[src/rtl/pipe_pkg.sv]
// Shared constants and PC arithmetic for the MIPS inter-stage pipeline registers.
// Pure declarations; no logic, no latency, no flow control.
// Optional perf counters elsewhere are enabled with STAGE_PERF_EN.
package pipe_pkg;

  localparam logic [31:0] RESET_PC_DEFAULT  = 32'h0000_3000;
  localparam logic [31:0] NOP_INSTR_DEFAULT = 32'h0000_0000;
  localparam logic [31:0] PC_STEP           = 32'd4;

  // Plain 32-bit modulo add; wraps past 0xFFFFFFFF without any flag.
  function automatic logic [31:0] pc_plus(input logic [31:0] pc, input logic [31:0] n);
    return pc + n;
  endfunction

endpackage

[src/rtl/sat_counter.sv]
// Saturating up-counter that sticks at all-ones; built only when STAGE_PERF_EN is defined.
// Latency: count updates on the edge after inc is seen.
// Backpressure: none; the count is always readable.
`ifdef STAGE_PERF_EN
module sat_counter
  import pipe_pkg::*;
#(
  parameter int CNT_W = 16
) (
  input  logic             clk,
  input  logic             reset,
  input  logic             inc,
  output logic [CNT_W-1:0] count
);

  localparam logic [CNT_W-1:0] ONE = {{(CNT_W-1){1'b0}}, 1'b1};

  logic [CNT_W-1:0] count_q = '0;
  logic [CNT_W-1:0] count_d;

  always_comb begin
    count_d = count_q;
    if (inc && (count_q != {CNT_W{1'b1}})) begin
      count_d = count_q + ONE;
    end
  end

  always_ff @(posedge clk) begin
    if (reset) begin
      count_q <= '0;
    end else begin
      count_q <= count_d;
    end
  end

  assign count = count_q;

endmodule
`endif

[src/rtl/pipe_stage_reg.sv]
// Generic inter-stage pipeline register (IR, PC, N_DATA channels, valid); STAGE_PERF_EN adds stall/flush counters.
// Latency: 1 cycle input to output when en=1; pc4_o/pc8_o derive only from the PC register.
// Backpressure: en=0 holds all contents; flush (beats stall) and reset load a bubble.
module pipe_stage_reg
  import pipe_pkg::*;
#(
  parameter int          DATA_W    = 32,
  parameter int          N_DATA    = 2,
  parameter logic [31:0] RESET_PC  = RESET_PC_DEFAULT,
  parameter logic [31:0] NOP_INSTR = NOP_INSTR_DEFAULT,
  parameter int          CNT_W     = 16
) (
  input  logic                     clk,
  input  logic                     reset,
  input  logic                     en,
  input  logic                     flush,
  input  logic                     valid_i,
  input  logic [31:0]              ir_i,
  input  logic [31:0]              pc_i,
  input  logic [N_DATA*DATA_W-1:0] data_i,
  output logic                     valid_o,
  output logic [31:0]              ir_o,
  output logic [31:0]              pc_o,
  output logic [31:0]              pc4_o,
  output logic [31:0]              pc8_o,
  output logic [N_DATA*DATA_W-1:0] data_o,
  output logic [CNT_W-1:0]         stall_cnt_o,
  output logic [CNT_W-1:0]         flush_cnt_o
);

  if ((N_DATA < 1) || (N_DATA > 8)) begin : g_bad_n_data
    $error("pipe_stage_reg: N_DATA must be in 1..8");
  end

  // Power-up values match the bubble so simulation starts in the reset state.
  logic                     valid_q = 1'b0;
  logic [31:0]              ir_q    = NOP_INSTR;
  logic [31:0]              pc_q    = RESET_PC;
  logic [N_DATA*DATA_W-1:0] data_q  = '0;

  logic                     valid_d;
  logic [31:0]              ir_d;
  logic [31:0]              pc_d;
  logic [N_DATA*DATA_W-1:0] data_d;

  always_comb begin
    valid_d = valid_q;
    ir_d    = ir_q;
    pc_d    = pc_q;
    data_d  = data_q;
    if (flush) begin
      valid_d = 1'b0;
      ir_d    = NOP_INSTR;
      pc_d    = RESET_PC;
      data_d  = '0;
    end else if (en) begin
      valid_d = valid_i;
      pc_d    = pc_i;
      // An invalid slot never forwards a stale instruction or operands.
      ir_d    = valid_i ? ir_i : NOP_INSTR;
      data_d  = valid_i ? data_i : '0;
    end
  end

  always_ff @(posedge clk) begin
    if (reset) begin
      valid_q <= 1'b0;
      ir_q    <= NOP_INSTR;
      pc_q    <= RESET_PC;
      data_q  <= '0;
    end else begin
      valid_q <= valid_d;
      ir_q    <= ir_d;
      pc_q    <= pc_d;
      data_q  <= data_d;
    end
  end

  assign valid_o = valid_q;
  assign ir_o    = ir_q;
  assign pc_o    = pc_q;
  assign data_o  = data_q;
  assign pc4_o   = pc_plus(pc_q, PC_STEP);
  assign pc8_o   = pc_plus(pc_q, PC_STEP + PC_STEP);

`ifdef STAGE_PERF_EN
  logic stall_inc;
  logic flush_inc;

  // Only a real instruction sitting in a stalled slot counts as a stall cycle.
  assign stall_inc = ~en & ~flush & valid_q;
  assign flush_inc = flush;

  sat_counter #(.CNT_W(CNT_W)) u_stall_cnt (
    .clk   (clk),
    .reset (reset),
    .inc   (stall_inc),
    .count (stall_cnt_o)
  );

  sat_counter #(.CNT_W(CNT_W)) u_flush_cnt (
    .clk   (clk),
    .reset (reset),
    .inc   (flush_inc),
    .count (flush_cnt_o)
  );
`else
  assign stall_cnt_o = '0;
  assign flush_cnt_o = '0;
`endif

endmodule
[config.mk]
export PLATFORM = sky130hd
export DESIGN_NAME = pipe_stage_reg
export DESIGN_NICKNAME = d
export VERILOG_FILES = /design/src/rtl/pipe_pkg.sv /design/src/rtl/sat_counter.sv /design/src/rtl/pipe_stage_reg.sv
export SDC_FILE = /design/constraint.sdc
export NUM_CORES = 1
export LEC_CHECK = 0
export CELL_PAD_IN_SITES_DETAIL_PLACEMENT = 1
export CELL_PAD_IN_SITES_GLOBAL_PLACEMENT = 1
export CORE_AREA = 5 5 208 109
export DETAILED_ROUTE_END_ITERATION = 10
export DIE_AREA = 0 0 213 114
export GPL_TIMING_DRIVEN = 0
export PLACE_DENSITY_LB_ADDON = 0.15
export SYNTH_ARGS = -nofsm -noshare
export SYNTH_HDL_FRONTEND = slang
export SYNTH_HIERARCHICAL = 1
export SYNTH_SLANG_ARGS = --single-unit
[constraint.sdc]
create_clock -name clk -period 4.67 [get_ports clk]
set_input_delay 1.1675 -clock clk [delete_from_list [all_inputs] [get_ports clk]]
set_output_delay 1.1675 -clock clk [all_outputs]
set_load 0.01 [all_outputs]
# Yosys cells after proc, flatten, opt, wreduce, memory -nomap -nowiden
# Index checks and enable logic that the tools add are counted.
# Widths: inputs -> output; s select.
[totals]
word_cells = 9
in_bits = 133
output_inout_bits = 225
reg_bits = 129
[classes]
n_mux = 2
reduce_logical = 1
addsub = 2
[ops]
columns = ["cell", "n"]
rows = [
  ["$mux 64", 1],
  ["$add 32x3->32 const B", 1],
  ["$add 32x4->32 const B", 1],
  ["$mux 32", 1],
  ["$reduce_or 2->1", 1],
]

# Logic depth before layout (Yosys ltp)
[logic_depth]
word_depth = 1
mapped_depth = 7
depth_no_buf = 5

# Worst setup path before layout
# OpenSTA, ideal clock, no wires.
[synth_path]
path_kind = "register to output"
startpoint = "register pc_q[3] (netlist: pc_o[3])"
endpoint = "output port pc8_o[29]"
setup_slack_ps = 1626
path_stages_with_launch = 6
required_time_ps = 3503
arrival_time_ps = 1876
n_path_buf = 0
cell_sequence = "dfxtp_1 -> ha_1 -> nand3_1 -> or3_2 -> nor3_1 -> xor2_1"
[synth_via]
elab_chain_cells = 1
[synth_rtl]
columns = ["item", "line", "rtl"]
rows = [
  ["start, declared", "pipe_stage_reg.sv:38", "logic [31:0] pc_q = RESET_PC;"],
  ["start signal, assigned", "pipe_stage_reg.sv:74", "pc_q <= pc_d;"],
  ["$add 32x4->32", "pipe_pkg.sv:12", "return pc + n;"],
  ["end, declared", "pipe_stage_reg.sv:25", "output logic [31:0] pc8_o,"],
]
# Every way passes these cells.

# Final worst setup path
[layout_path]
startpoint = "register pc_q[3] (netlist: pc_o[3])"
endpoint = "output port pc8_o[27]"
# Same word-level chain as after synthesis.

==> results.sh <==
export IMPL_outcome="finished, final reports clean"
export IMPL_tightest_slew_ns=0.899
export IMPL_syn_area_um2=5690
export IMPL_crit_family="simple AND/OR/NAND/NOR gates"
export IMPL_numPortBuffers=324
export IMPL_cts_hold_fix_buffers=0
export IMPL_ys_flop_type="dfxtp_1"
export IMPL_worstPathCellList="ha_1 -> nand3_1 -> nor3_1 -> nand4_1 -> xnor2_1 -> clkdlybuf4s50_1"
export IMPL_synth_edff_count=0
export IMPL_crit_fanout=9
export IMPL_syn_avg_cell_area_um2=8.98
export IMPL_grt_total_usage_pct=20.1
export IMPL_cp_end_kind="output port"
export IMPL_slew_headroom_pct=39.6
export IMPL_fillers=2419
export IMPL_skew_ns=0
export IMPL_rsz0062_at_grt="no"
export IMPL_antenna_left=0
export IMPL_io_pins=358
export IMPL_cts_root_buf="clkbuf_16"
export IMPL_worst_ep_required_time_ns=3.50
export IMPL_cts_resized=0
export IMPL_ys_seq_area_share_pct=45.4
export IMPL_dpl_hpwl_um=20400
export IMPL_power_leakage_nw=3.87
export IMPL_drc=0
export IMPL_cpPeakStageDelay_ns=0.75
export IMPL_ys_seq_elements=129
export IMPL_die_area_um2=24300
export IMPL_whs_ns=0.507
export IMPL_synth_cell_type_count=31
export IMPL_cp_data_arrival_time_ns=3.39
export IMPL_fp_row_count=38
export IMPL_final_common_cell="clkdlybuf4s50_1"
export IMPL_drv_cap=0
export IMPL_antenna_found_initial=0
export IMPL_die_y_um=114
export IMPL_cts_buffers=17
export IMPL_worst_path_buf_inv=1
export IMPL_clock_sinks=129
export IMPL_routedWlPerCell_um=19.4
export IMPL_hold_path_class="reg2reg"
export IMPL_syn_to_final_growth_pct=76.3
export IMPL_syn_inst=633
export IMPL_first_global_vias=6192
export IMPL_vias=5972
export IMPL_clk_pin_slew_ns=0.06
export IMPL_gr_total_overflow=0
export IMPL_crit_path_start_kind="flop"
export IMPL_place_gp_congestion=0.841
export IMPL_ir_drop_mv=0.210
export IMPL_synthArstFlopShare_pct=0
export IMPL_cts_tree="done"
export IMPL_period_needed_ns=4.55
export IMPL_vias_per_cell=4.59
export IMPL_setup_viol=0
export IMPL_cp_slowest_cell="nor3_1"
export IMPL_n_antenna_cell=0
export IMPL_die_width_um=213
export IMPL_routed_wl_um=25200
export IMPL_cts_setup_buffers=0
export IMPL_core_area_um2=21000
export IMPL_final_cell_mix="clkdlybuf4s50_1, nor2_1, dfxtp_1, a22oi_1, buf_4"
export IMPL_dr_pass1_iters=4
export IMPL_grt_start_max_net_pins=17
export IMPL_cts_htree_levels=4
export IMPL_tns_ns=0
export IMPL_start_util_pct=27.1
export IMPL_p_per_area_nw_per_um2=298
export IMPL_grt_pass1_wl_um=37700
export IMPL_drt_iter0_markers=271
export IMPL_drive_above_1_share_pct=9.51
export IMPL_yosysWarnings=6
export IMPL_fin_nets=1143
export IMPL_fin_crit_sh_pct=97.5
export IMPL_cts_buffer_depth=2
export IMPL_fmax_mhz=220
export IMPL_critPathKind="reg2out"
export IMPL_insertion_delay_ns=0.41
export IMPL_hold_violations=0
export IMPL_slew_violations=0
==> worst register-to-register path, delay by kind of cell (launching register included) <==
kind          cells  cell delay (ns)
flops             1             0.73
mux               1             0.15
simple gates      1             0.10
==> cell usage after synthesis, types with 6 or more instances <==
cell type	number	area, um^2
buf_2	16	80.1
clkbuf_1	34	128
dfxtp_1	129	2580
nand4_1	15	93.8
xnor2_1	33	289
nor3_1	9	45.0
nand2_1	16	60.1
xor2_1	22	193
nor2_1	139	522
mux2i_1	32	320
nand3_1	15	75.1
and4_1	6	52.6
buf_4	38	285
a22oi_1	96	721
==> metal layers <==
metal / GRT usage, % / wire, um / vias up
li1: - / - / 2861
met3: 6.95 / 1940 / 18
met2: 30.7 / 11100 / 177
met4: 3.96 / 282 / 0
met5: 0 / 0 / -
met1: 27.6 / 11900 / 2916
==> sequential cells by signal, indices dropped and copies added, names as in the netlist <==
name	cells
valid_o	1
pc_o	32
data_o	64
ir_o	32
==> where the power goes <==
group | switching [mW] | internal [mW]
Clock | 0.526 | 0.902
Combinational | 0.176 | 0.239
Sequential | 0.0231 | 1.13
Total | 0.726 | 2.27
==> layout make-up <==
cell class | count | area [um^2] | share of cell area [%]
plain buffers | 93 | 514 | 5.13
clock buffers | 21 | 480 | 4.79
clock inverters | 11 | 151 | 1.51
inverters | 4 | 15.0 | 0.150
multi-input cells | 438 | 2690 | 26.8
flip-flops and latches | 129 | 2580 | 25.8
well taps | 280 | 350 | 3.49
repair buffers | 324 | 3240 | 32.3
==> worst paths after layout <==
check                                           from                   end  slack (ns)  depth (start not counted)
worst min-delay path            valid_o$_SDFFE_PP0P_  valid_o$_SDFFE_PP0P_        0.51                          2
worst min register to register  valid_o$_SDFFE_PP0P_  valid_o$_SDFFE_PP0P_        0.51                          2
worst max-delay path            pc_o[3]$_SDFFE_PP0P_             pc8_o[27]        0.12                          6
worst max register to register  pc_o[2]$_SDFFE_PP0P_  pc_o[2]$_SDFFE_PP0P_        3.62                          2
==> cell families after synthesis <==
| kind of cell | share of synthesized area (%) |
|---|---|
| buf+inv | 9.31 |
| fa+ha+maj | 0.660 |
| flops | 45.4 |
| mux | 5.63 |
| compound gates | 12.8 |
| xor+xnor | 8.47 |
| simple gates | 17.7 |
| other cells | 0.0659 |
==> metrics by stage <==
stage          setup slack (ns)  instance area [um^2]  std cells  power [mW]  utilization, %
6_report                  0.116                 10000       1300        2.99            47.8
4_1_cts                   0.207                 10000       1300        3.03            47.8
2_1_floorplan              1.63                  5800        664        1.34               -
3_3_place_gp              0.733                  9400       1268        1.59            44.8
3_5_place_dp              0.667                  9400       1268        1.59            44.8
5_1_grt                  0.0110                 10000       1300        3.11            47.8
(Power assumes the default switching activity.)
==> patch (same flow settings) <==
Set the parameter `N_DATA` to 1 (it was 2).
--- a/src/rtl/pipe_stage_reg.sv
+++ b/src/rtl/pipe_stage_reg.sv
@@ -6,5 +6,5 @@
 #(
   parameter int          DATA_W    = 32,
-  parameter int          N_DATA    = 2,
+  parameter int          N_DATA    = 1,
   parameter logic [31:0] RESET_PC  = RESET_PC_DEFAULT,
   parameter logic [31:0] NOP_INSTR = NOP_INSTR_DEFAULT,
Interface: changed (resized data_i and data_o); port bits go from 358 to 294. No check against the original RTL was run, so the function may have changed too.
==> patch against the unedited design <==
Die area unchanged; largest power group is now sequential cells; setup slack improved by 0.15 ns; area after synthesis is 18% lower; design area decreased by 20%; sequential cell count fell by 32; total power decreased by 34%; highest routed layer unchanged; combinational power shrank 15%; critical endpoint is now pc8_o[31]; routed wire length shrank 15%.
==> patch: results (changes against the unedited design) <==
logic_synthesis:
  yosys-top-cells-count: "108 x nor2_1, 97 x dfxtp_1, 64 x a22oi_1, 39 x buf_4, 32 x mux2i_1"  # was 139 x nor2_1, 129 x dfxtp_1, 96 x a22oi_1, 38 x buf_4, 34 x clkbuf_1
  yosys-top-cells-area: "dfxtp_1 41%, a22oi_1 10%, nor2_1 8.6%"  # was dfxtp_1 45%, a22oi_1 13%, nor2_1 9.2%
  yosys.area_share.xor_xnor: 0.103  # was 0.0847
  synth_compound_area_frac: 0.103  # was 0.128
  synthAdderAreaFrac: 0.00800  # was 0.00660
  yosysSeqAreaShare: 0.414  # was 0.454
  synth_area_per_cell_sq_um: 8.92  # was 8.98 sq um
pwr:
  sw_frac_of_total: 0.259  # was 0.243
  leakage_nw: 3.15  # was 3.87 nW
  ir_drop_mv: 0.165  # was 0.210 mV
outcome:
  status: "complete, no violations"  # unchanged
drt:
  drt_iter0_markers: 203  # was 271
critical_path:
  r2r-start: "pc_o[27]"  # was pc_o[2]
  reg2reg_depth: 3  # was 2
  r2r_slack_ns: 3.72  # was 3.62 ns
final_layout:
  multi_input_cells: 374  # was 438
  nFillCells: 2443  # was 2419
  design.seq.count: 97  # was 129
  n_clock_buffer: 13  # was 21
  n_all_buffers: 341  # was 417
  buf_share: 0.384  # was 0.375
  nets: 932  # was 1143
hold_path:
  hp-start: "data_o[21]"  # was valid_o
  hold-path-endpoint: "data_o[21]"  # was valid_o
cts:
  cts_buffers: 9  # was 17
  clk_latency_ns: 0.34  # was 0.41 ns
placement:
  hpwl_microns: 17700  # was 20400 microns
  dpl_cell_area_sq_um: 7760  # was 9400 sq um
  numPlacedInstances: 1097  # was 1268
grt:
  grt_pass1_wl_microns: 31900  # was 37700 microns
  met3_usage: 0.0470  # was 0.0695
  use_met2: 0.275  # was 0.307
-- patch: cell types whose count changed in the layout (fill, tap and decap cells not counted), moves of 6 or more --
cell / before / now
buf_1: 3 / 9
buf_2: 16 / 6
clkdlybuf4s50_1: 324 / 260
a22oi_1: 96 / 64
xor2_1: 22 / 29
xnor2_1: 33 / 26
clkbuf_16: 17 / 9
dfxtp_1: 129 / 97
nor2_1: 139 / 108
clkbuf_1: 34 / 23
-- patch: worst max path at each step --
stage | start | end | slack, ns
2_1_floorplan | pc_o[3] | pc8_o[23] | 1.67
3_3_place_gp | pc_o[3] | pc8_o[31] | 0.67
3_5_place_dp | pc_o[3] | pc8_o[31] | 0.72
4_1_cts | pc_o[3] | pc8_o[31] | 0.31
5_1_grt | pc_o[3] | pc8_o[31] | 0.03
6_report | pc_o[3] | pc8_o[31] | 0.27
